[config.mk]
export PLATFORM = sky130hd
export DESIGN_NAME = keypad_scanner_flat
export DESIGN_NICKNAME = d
export VERILOG_FILES = /design/src/rtl/alarm_pkg.sv /design/src/rtl/keypad_scanner_if.sv /design/src/rtl/keypad_scanner_scan_tick_gen.sv /design/src/rtl/keypad_scanner.sv /design/src/flat_wrapper.sv
export SDC_FILE = /design/constraint.sdc
export NUM_CORES = 1
export LEC_CHECK = 0
export BUFFER_PORTS_ARGS = -buffer_cell sky130_fd_sc_hd__buf_2
export CAP_MARGIN = 10
export CORE_MARGIN = 2
export CORE_UTILIZATION = 65
export CTS_BUF_LIST = sky130_fd_sc_hd__clkbuf_2
export DETAILED_ROUTE_END_ITERATION = 7
export PLACE_DENSITY = 0.83
export SLEW_MARGIN = 20
export SYNTH_ARGS = -nofsm -noshare
export SYNTH_HDL_FRONTEND = slang
export SYNTH_HIERARCHICAL = 1
export SYNTH_SLANG_ARGS = --single-unit
[constraint.sdc]
create_clock -name clk -period 12.5 [get_ports clk]
set_clock_uncertainty 0.2 [all_clocks]
set_input_delay 2.5 -clock clk [delete_from_list [all_inputs] [get_ports clk]]
set_output_delay 2.5 -clock clk [all_outputs]
set_load 0.01 [all_outputs]
[src/rtl/alarm_pkg.sv]
// Shared definitions for the alarm-clock keypad front end: column drive
// patterns, frame classes, key legend codes and key-code helpers.
package alarm_pkg;

    localparam logic [3:0] COL_PAT [4] = '{4'b1110, 4'b1101, 4'b1011, 4'b0111};

    typedef enum logic [1:0] {
        CLS_NONE  = 2'd0,
        CLS_KEY   = 2'd1,
        CLS_MULTI = 2'd2
    } frame_cls_e;

    typedef struct packed {
        frame_cls_e cls;
        logic [3:0] code;
    } frame_class_t;

    localparam frame_class_t CLASS_NONE = '{cls: CLS_NONE, code: 4'd0};

    // Legend: 1 2 3 A / 4 5 6 B / 7 8 9 C / * 0 # D, code = row*4 + col
    localparam logic [3:0] KEY_1    = 4'd0;
    localparam logic [3:0] KEY_2    = 4'd1;
    localparam logic [3:0] KEY_3    = 4'd2;
    localparam logic [3:0] KEY_A    = 4'd3;
    localparam logic [3:0] KEY_4    = 4'd4;
    localparam logic [3:0] KEY_5    = 4'd5;
    localparam logic [3:0] KEY_6    = 4'd6;
    localparam logic [3:0] KEY_B    = 4'd7;
    localparam logic [3:0] KEY_7    = 4'd8;
    localparam logic [3:0] KEY_8    = 4'd9;
    localparam logic [3:0] KEY_9    = 4'd10;
    localparam logic [3:0] KEY_C    = 4'd11;
    localparam logic [3:0] KEY_STAR = 4'd12;
    localparam logic [3:0] KEY_0    = 4'd13;
    localparam logic [3:0] KEY_HASH = 4'd14;
    localparam logic [3:0] KEY_D    = 4'd15;

    function automatic logic [3:0] key_to_digit(input logic [3:0] code);
        logic [3:0] digit;
        case (code)
            KEY_0:   digit = 4'd0;
            KEY_1:   digit = 4'd1;
            KEY_2:   digit = 4'd2;
            KEY_3:   digit = 4'd3;
            KEY_4:   digit = 4'd4;
            KEY_5:   digit = 4'd5;
            KEY_6:   digit = 4'd6;
            KEY_7:   digit = 4'd7;
            KEY_8:   digit = 4'd8;
            KEY_9:   digit = 4'd9;
            default: digit = 4'hF;
        endcase
        return digit;
    endfunction

    // Frame bit col*4+row holds key row*4+col, so the code is the index with
    // its two halves swapped. MULTI carries code 0 so all MULTI frames compare equal.
    function automatic frame_class_t classify_frame(input logic [15:0] frame);
        frame_class_t res;
        logic [4:0]   ones;
        logic [3:0]   idx;
        ones     = 5'd0;
        res.code = 4'd0;
        for (int i = 0; i < 16; i++) begin
            idx = 4'(i);
            if (frame[i]) begin
                ones     = ones + 5'd1;
                res.code = {idx[1:0], idx[3:2]};
            end else begin
                ones = ones;
            end
        end
        if (ones == 5'd0) begin
            res.cls = CLS_NONE;
        end else if (ones == 5'd1) begin
            res.cls = CLS_KEY;
        end else begin
            res.cls  = CLS_MULTI;
            res.code = 4'd0;
        end
        return res;
    endfunction

endpackage

[src/rtl/keypad_scanner_if.sv]
// Keypad matrix and key-event bundle between the scanner and the clock logic.
interface keypad_scanner_if;
    logic [3:0] row_n;
    logic [3:0] col_n;
    logic [3:0] key_code;
    logic       key_valid;
    logic       key_held;

    modport master (input row_n, output col_n, output key_code, output key_valid, output key_held);
    modport slave  (output row_n, input col_n, input key_code, input key_valid, input key_held);
endinterface

[src/rtl/keypad_scanner_scan_tick_gen.sv]
// Free-running divider: one-cycle tick every CYCLES clocks, aligned to the
// last count of each period.
module scan_tick_gen #(
    parameter int unsigned CYCLES = 50000
) (
    input  logic clk,
    input  logic rst,
    output logic tick
);
    localparam int unsigned CW = (CYCLES > 1) ? $clog2(CYCLES) : 1;

    logic [CW-1:0] count_r;

    // Tick is registered one count early so it is high while count_r is at its final value.
    always_ff @(posedge clk or posedge rst) begin
        if (rst) begin
            count_r <= '0;
            tick    <= 1'b0;
        end else begin
            if (count_r == CW'(CYCLES - 1)) begin
                count_r <= '0;
            end else begin
                count_r <= count_r + CW'(1);
            end
            tick <= (count_r == CW'(CYCLES - 2));
        end
    end

endmodule

[src/rtl/keypad_scanner.sv]
// 4x4 matrix keypad scanner: one active-low column per slot, whole-frame
// debounce, one-cycle strobe per accepted key press.
module keypad_scanner
    import alarm_pkg::*;
#(
    parameter int unsigned SCAN_TICK_CYC   = 50000,
    parameter int unsigned DEBOUNCE_FRAMES = 20
) (
    input logic               clk,
    input logic               rst,
    keypad_scanner_if.master  bus
);
    localparam int unsigned SW = $clog2(DEBOUNCE_FRAMES + 1);

    logic [3:0]    row_meta_r;
    logic [3:0]    row_sync_r;
    logic          tick_s;
    logic [1:0]    col_idx_r;
    logic [3:0]    col_n_r;
    logic [15:0]   frame_r;
    logic          frame_done_r;
    frame_class_t  cls_r;
    logic          cls_valid_r;
    frame_class_t  cand_r;
    frame_class_t  cand_next_s;
    logic [SW-1:0] stable_r;
    logic [SW-1:0] stable_next_s;
    frame_class_t  acc_r;
    logic          accept_s;
    logic [3:0]    key_code_r;
    logic          key_valid_r;
    logic          key_held_r;

    scan_tick_gen #(.CYCLES(SCAN_TICK_CYC)) u_tick (
        .clk  (clk),
        .rst  (rst),
        .tick (tick_s)
    );

    // Two-flop synchronizer for the asynchronous row inputs.
    always_ff @(posedge clk or posedge rst) begin
        if (rst) begin
            row_meta_r <= 4'hF;
            row_sync_r <= 4'hF;
        end else begin
            row_meta_r <= bus.row_n;
            row_sync_r <= row_meta_r;
        end
    end

    // Column stepping and frame capture; the column-3 sample closes a frame.
    always_ff @(posedge clk or posedge rst) begin
        if (rst) begin
            col_idx_r    <= 2'd0;
            col_n_r      <= COL_PAT[0];
            frame_r      <= 16'h0000;
            frame_done_r <= 1'b0;
        end else if (tick_s) begin
            frame_r[{col_idx_r, 2'b00} +: 4] <= ~row_sync_r;
            col_idx_r    <= col_idx_r + 2'd1;
            col_n_r      <= COL_PAT[col_idx_r + 2'd1];
            frame_done_r <= (col_idx_r == 2'd3);
        end else begin
            frame_done_r <= 1'b0;
        end
    end

    // Frame classification, one cycle after the frame closes.
    always_ff @(posedge clk or posedge rst) begin
        if (rst) begin
            cls_r       <= CLASS_NONE;
            cls_valid_r <= 1'b0;
        end else begin
            cls_valid_r <= frame_done_r;
            if (frame_done_r) begin
                cls_r <= classify_frame(frame_r);
            end else begin
                cls_r <= cls_r;
            end
        end
    end

    // Next candidate and saturating stable count for this frame's evaluation.
    always_comb begin
        cand_next_s   = cand_r;
        stable_next_s = stable_r;
        if (cls_valid_r) begin
            if (cls_r == cand_r) begin
                if (stable_r < SW'(DEBOUNCE_FRAMES)) begin
                    stable_next_s = stable_r + SW'(1);
                end else begin
                    stable_next_s = stable_r;
                end
            end else begin
                cand_next_s   = cls_r;
                stable_next_s = SW'(1);
            end
        end else begin
            cand_next_s   = cand_r;
            stable_next_s = stable_r;
        end
    end

    assign accept_s = cls_valid_r && (stable_next_s == SW'(DEBOUNCE_FRAMES)) && (cand_next_s != acc_r);

    // Debounce state and accepted-key outputs; MULTI never becomes the accepted state.
    always_ff @(posedge clk or posedge rst) begin
        if (rst) begin
            cand_r      <= CLASS_NONE;
            stable_r    <= '0;
            acc_r       <= CLASS_NONE;
            key_code_r  <= 4'd0;
            key_valid_r <= 1'b0;
            key_held_r  <= 1'b0;
        end else begin
            cand_r      <= cand_next_s;
            stable_r    <= stable_next_s;
            key_valid_r <= 1'b0;
            if (accept_s) begin
                case (cand_next_s.cls)
                    CLS_KEY: begin
                        acc_r       <= cand_next_s;
                        key_code_r  <= cand_next_s.code;
                        key_held_r  <= 1'b1;
                        key_valid_r <= 1'b1;
                    end
                    CLS_NONE: begin
                        acc_r      <= cand_next_s;
                        key_held_r <= 1'b0;
                    end
                    default: begin
                        acc_r <= acc_r;
                    end
                endcase
            end else begin
                acc_r <= acc_r;
            end
        end
    end

    assign bus.col_n     = col_n_r;
    assign bus.key_code  = key_code_r;
    assign bus.key_valid = key_valid_r;
    assign bus.key_held  = key_held_r;

endmodule

[src/flat_wrapper.sv]
// flat-port wrapper written by rule: the top's interface ports become plain ports
module keypad_scanner_flat import alarm_pkg::*;
#(
    parameter int unsigned SCAN_TICK_CYC   = 50000,
    parameter int unsigned DEBOUNCE_FRAMES = 20
)
  (clk, rst, bus_row_n, bus_col_n, bus_key_code, bus_key_valid, bus_key_held);
  keypad_scanner_if bus_i ();
  input logic clk;
  input logic rst;
  input wire logic [$bits(bus_i.row_n)-1:0] bus_row_n;
  output wire logic [$bits(bus_i.col_n)-1:0] bus_col_n;
  output wire logic [$bits(bus_i.key_code)-1:0] bus_key_code;
  output wire logic [$bits(bus_i.key_valid)-1:0] bus_key_valid;
  output wire logic [$bits(bus_i.key_held)-1:0] bus_key_held;
  assign bus_i.row_n = bus_row_n;
  assign bus_col_n = bus_i.col_n;
  assign bus_key_code = bus_i.key_code;
  assign bus_key_valid = bus_i.key_valid;
  assign bus_key_held = bus_i.key_held;
  keypad_scanner #(.SCAN_TICK_CYC(SCAN_TICK_CYC), .DEBOUNCE_FRAMES(DEBOUNCE_FRAMES)) u_core (.clk(clk), .rst(rst), .bus(bus_i));
endmodule
==> flow_metrics.env <==
export IMPL_vias=3722
export IMPL_grt_max_degree=62
export IMPL_required_ns=12.70
export IMPL_gp_congestion=0.841
export IMPL_crit_type="reg2reg"
export IMPL_synth_main_ff_cell="dfrtp_1"
export IMPL_hp_class="reg2reg"
export IMPL_slew_violations=0
export IMPL_syn_nets=553
export IMPL_async_flop_share_pct=100
export IMPL_min_period_over_period_pct=77.3
export IMPL_wl_um=9440
export IMPL_slew_limit_headroom_pct=51.1
export IMPL_rows=32
export IMPL_arrival_ns=9.85
export IMPL_initial_core_util_pct=66.1
export IMPL_grt_pass1_wl_um=16700
export IMPL_portBuffers=15
export IMPL_crit_path_top_delay_cell="o21ai_0"
export IMPL_cp_max_fo=6
export IMPL_ys_warn_count=6
export IMPL_clkSinkCount=78
export IMPL_ant_nets=0
export IMPL_p_leak_nw=2.56
export IMPL_wl_per_cell_um=14.7
export IMPL_drt_initial_drc_count=149
export IMPL_cts_buffer_depth=2
export IMPL_syn_inst=524
export IMPL_cts_root_buffer="clkbuf_2"
export IMPL_grt_pass1_vias=3722
export IMPL_outcome="finished clean"
export IMPL_cts_setup_buffers=0
export IMPL_pwr_density_cell_nw_per_um2=73.9
export IMPL_htreeDepth=3
export IMPL_cts_tree="done"
export IMPL_ys_seq_area_share_pct=38.9
export IMPL_syn_area_per_cell_um2=9.65
export IMPL_drive_gt1_share_pct=15.6
export IMPL_netlist_area_um2=5060
export IMPL_die_height_um=92.2
export IMPL_core_region_area_um2=7650
export IMPL_detail_route_vias_per_cell=5.80
export IMPL_fmax_mhz=104
export IMPL_yosysTopAreaCellShare_pct=33.1
export IMPL_clkLatencyLatePin_ns=0.51
export IMPL_syn_to_final_growth_pct=5.22
export IMPL_finalSetupViolCount=0
export IMPL_hold_buffers=0
export IMPL_vdd_ir_drop_max_mv=0.0898
export IMPL_grt_usage_pct=24.2
export IMPL_worstHoldStart="u_core/row_meta_r[3]"
export IMPL_synth_edf_count=0
export IMPL_fin_nets=564
export IMPL_antenna_cells=0
export IMPL_clk_pin_slew_ns=0.22
export IMPL_design_area_um2=5320
export IMPL_synth_seq_cells=78
export IMPL_placed_cell_area_um2=5210
export IMPL_timing_setup_tns_ns=0
export IMPL_worstSetupStartpointType="register"
export IMPL_rsz0062_at_grt="no"
export IMPL_yosysMostFrequentCell="nand2_1"
export IMPL_dp_final_hpwl_um=7030
export IMPL_min_period_ns=9.66
export IMPL_synth_distinct_cells=70
export IMPL_ios=16
export IMPL_synth_top_area_cell="dfrtp_1"
export IMPL_critPathMaxStageDelay_ns=0.45
export IMPL_drc=0
export IMPL_crit_path_frequent_cell="ha_1"
export IMPL_end_kind="register"
export IMPL_numCtsBuffers=9
export IMPL_global_route_overflow_total=0
export IMPL_tightest_slew_ns=0.733
export IMPL_dieArea_um2=8500
export IMPL_synth_area_leaders="dfrtp_1, dfstp_2, ha_1"
export IMPL_fill_cells=572
export IMPL_die_w_um=92.2
export IMPL_worstRegToRegCells=43
export IMPL_r2r_end="u_core/cls_r[1]"
export IMPL_min_path_cells=0
export IMPL_synthTopCellsByCount="nand2_1, dfrtp_1, nor2_1, xnor2_1, xor2_1"
export IMPL_timing_reg2reg_setup_slack_ns=2.84
export IMPL_antenna_found_initial=0
export IMPL_worst_hold_path_endpoint="u_core/row_sync_r[3]"
export IMPL_cts_resized=0
export IMPL_first_pass_iters=5
export IMPL_maxCapViolCount=0
export IMPL_final_hold_viol_count=0
export IMPL_r2r_start="u_core/frame_r[1]"
export IMPL_hold_ws_ns=0.165
-- stage by stage --
step	std cells	setup slack (ns)	utilization, %	total power [W]
2_1_floorplan	524	3.74	-	0.000264
3_3_place_gp	626	3.36	68.1	0.000266
3_5_place_dp	626	2.96	68.1	0.000267
4_1_cts	642	2.87	69.6	0.000398
5_1_grt	642	2.20	69.6	0.000408
6_report	642	2.84	69.6	0.000394
-- layout make-up --
type | count | area (um2) | area share (%)
inverters | 28 | 105 | 1.97
clock inverters | 6 | 63.8 | 1.20
well taps | 102 | 128 | 2.40
clock buffers | 10 | 50.0 | 0.940
flip-flops and latches | 78 | 1970 | 36.9
repair buffers | 17 | 90.1 | 1.69
multi-input cells | 401 | 2920 | 54.9
-- state kept, by name, indices dropped and copies added (netlist names), 2 cells and up --
| signal | count |
|---|---|
| u_core/acc_r | 6 |
| u_core/bus.col_n | 4 |
| u_core/bus.key_code | 4 |
| u_core/cand_r | 6 |
| u_core/cls_r | 6 |
| u_core/col_idx_r | 2 |
| u_core/frame_r | 16 |
| u_core/row_meta_r | 4 |
| u_core/row_sync_r | 4 |
| u_core/stable_r | 5 |
| u_core/u_tick/count_r | 16 |
-- layer usage --
metal | vias to the layer above | wire (um) | global-route usage, %
li1 | 1870 | - | -
met1 | 1776 | 4360 | 30.9
met2 | 65 | 4690 | 42.2
met3 | 11 | 284 | 4.60
met4 | 0 | 102 | 7.21
met5 | - | 0 | 0
-- critical path: cells and delay by family, from the launching register on --
kind / cells / cell delay (ns)
AO/OA/AOI/OAI: 9 / 1.72
XOR/XNOR: 2 / 0.38
adder cells (fa/ha/maj): 14 / 4.13
buffers and inverters: 2 / 0.17
flip-flops: 1 / 0.42
multiplexers: 4 / 1.04
AND/OR/NAND/NOR: 12 / 1.50
-- report_power, final --
part,total [W],leakage (nW),internal [W],switching (W)
clock,0.000131,0.0679,0.0000465,0.0000850
combinational,0.00000563,1.45,0.000000806,0.00000482
sequential,0.000256,1.04,0.000255,0.00000131
total,0.000394,2.56,0.000302,0.0000911
-- worst max-delay path by stage --
stage	from	depth (start not counted)	slack (ns)	end
after floorplan	u_core/frame_r[0]	43	3.74	u_core/cls_r[1]
final	u_core/frame_r[1]	43	2.84	u_core/cls_r[1]
after detailed placement	u_core/frame_r[0]	43	2.96	u_core/cls_r[1]
after global routing	u_core/frame_r[1]	43	2.20	u_core/cls_r[1]
after global placement	u_core/frame_r[0]	43	3.36	u_core/cls_r[1]
after CTS	u_core/frame_r[0]	43	2.87	u_core/cls_r[1]
-- logic make-up (layout without fill, tap and decap cells) --
| group | count (synthesis) | in the layout | synth area share [%] |
|---|---|---|---|
| mux | 24 | 24 | 5.12 |
| fa+ha+maj | 23 | 23 | 5.69 |
| simple gates | 197 | 197 | 19.3 |
| buf+inv | 45 | 61 | 3.41 |
| compound gates | 85 | 85 | 12.4 |
| xor+xnor | 72 | 72 | 15.3 |
| flops | 78 | 78 | 38.9 |
-- placed cells by master (no fill, tap or decap), types with 9 or more instances in the layout --
cell type,instances
a21oi_1,18
buf_2,15
clkbuf_2,10
dfrtp_1,67
dfstp_2,11
ha_1,23
inv_1,27
mux2_2,12
mux2i_1,11
nand2_1,73
nand3_1,20
nor2_1,45
nor3_1,9
o21ai_0,10
o41ai_1,9
xnor2_1,30
xor2_1,29
Note: power is estimated with default switching activity, not from simulation.
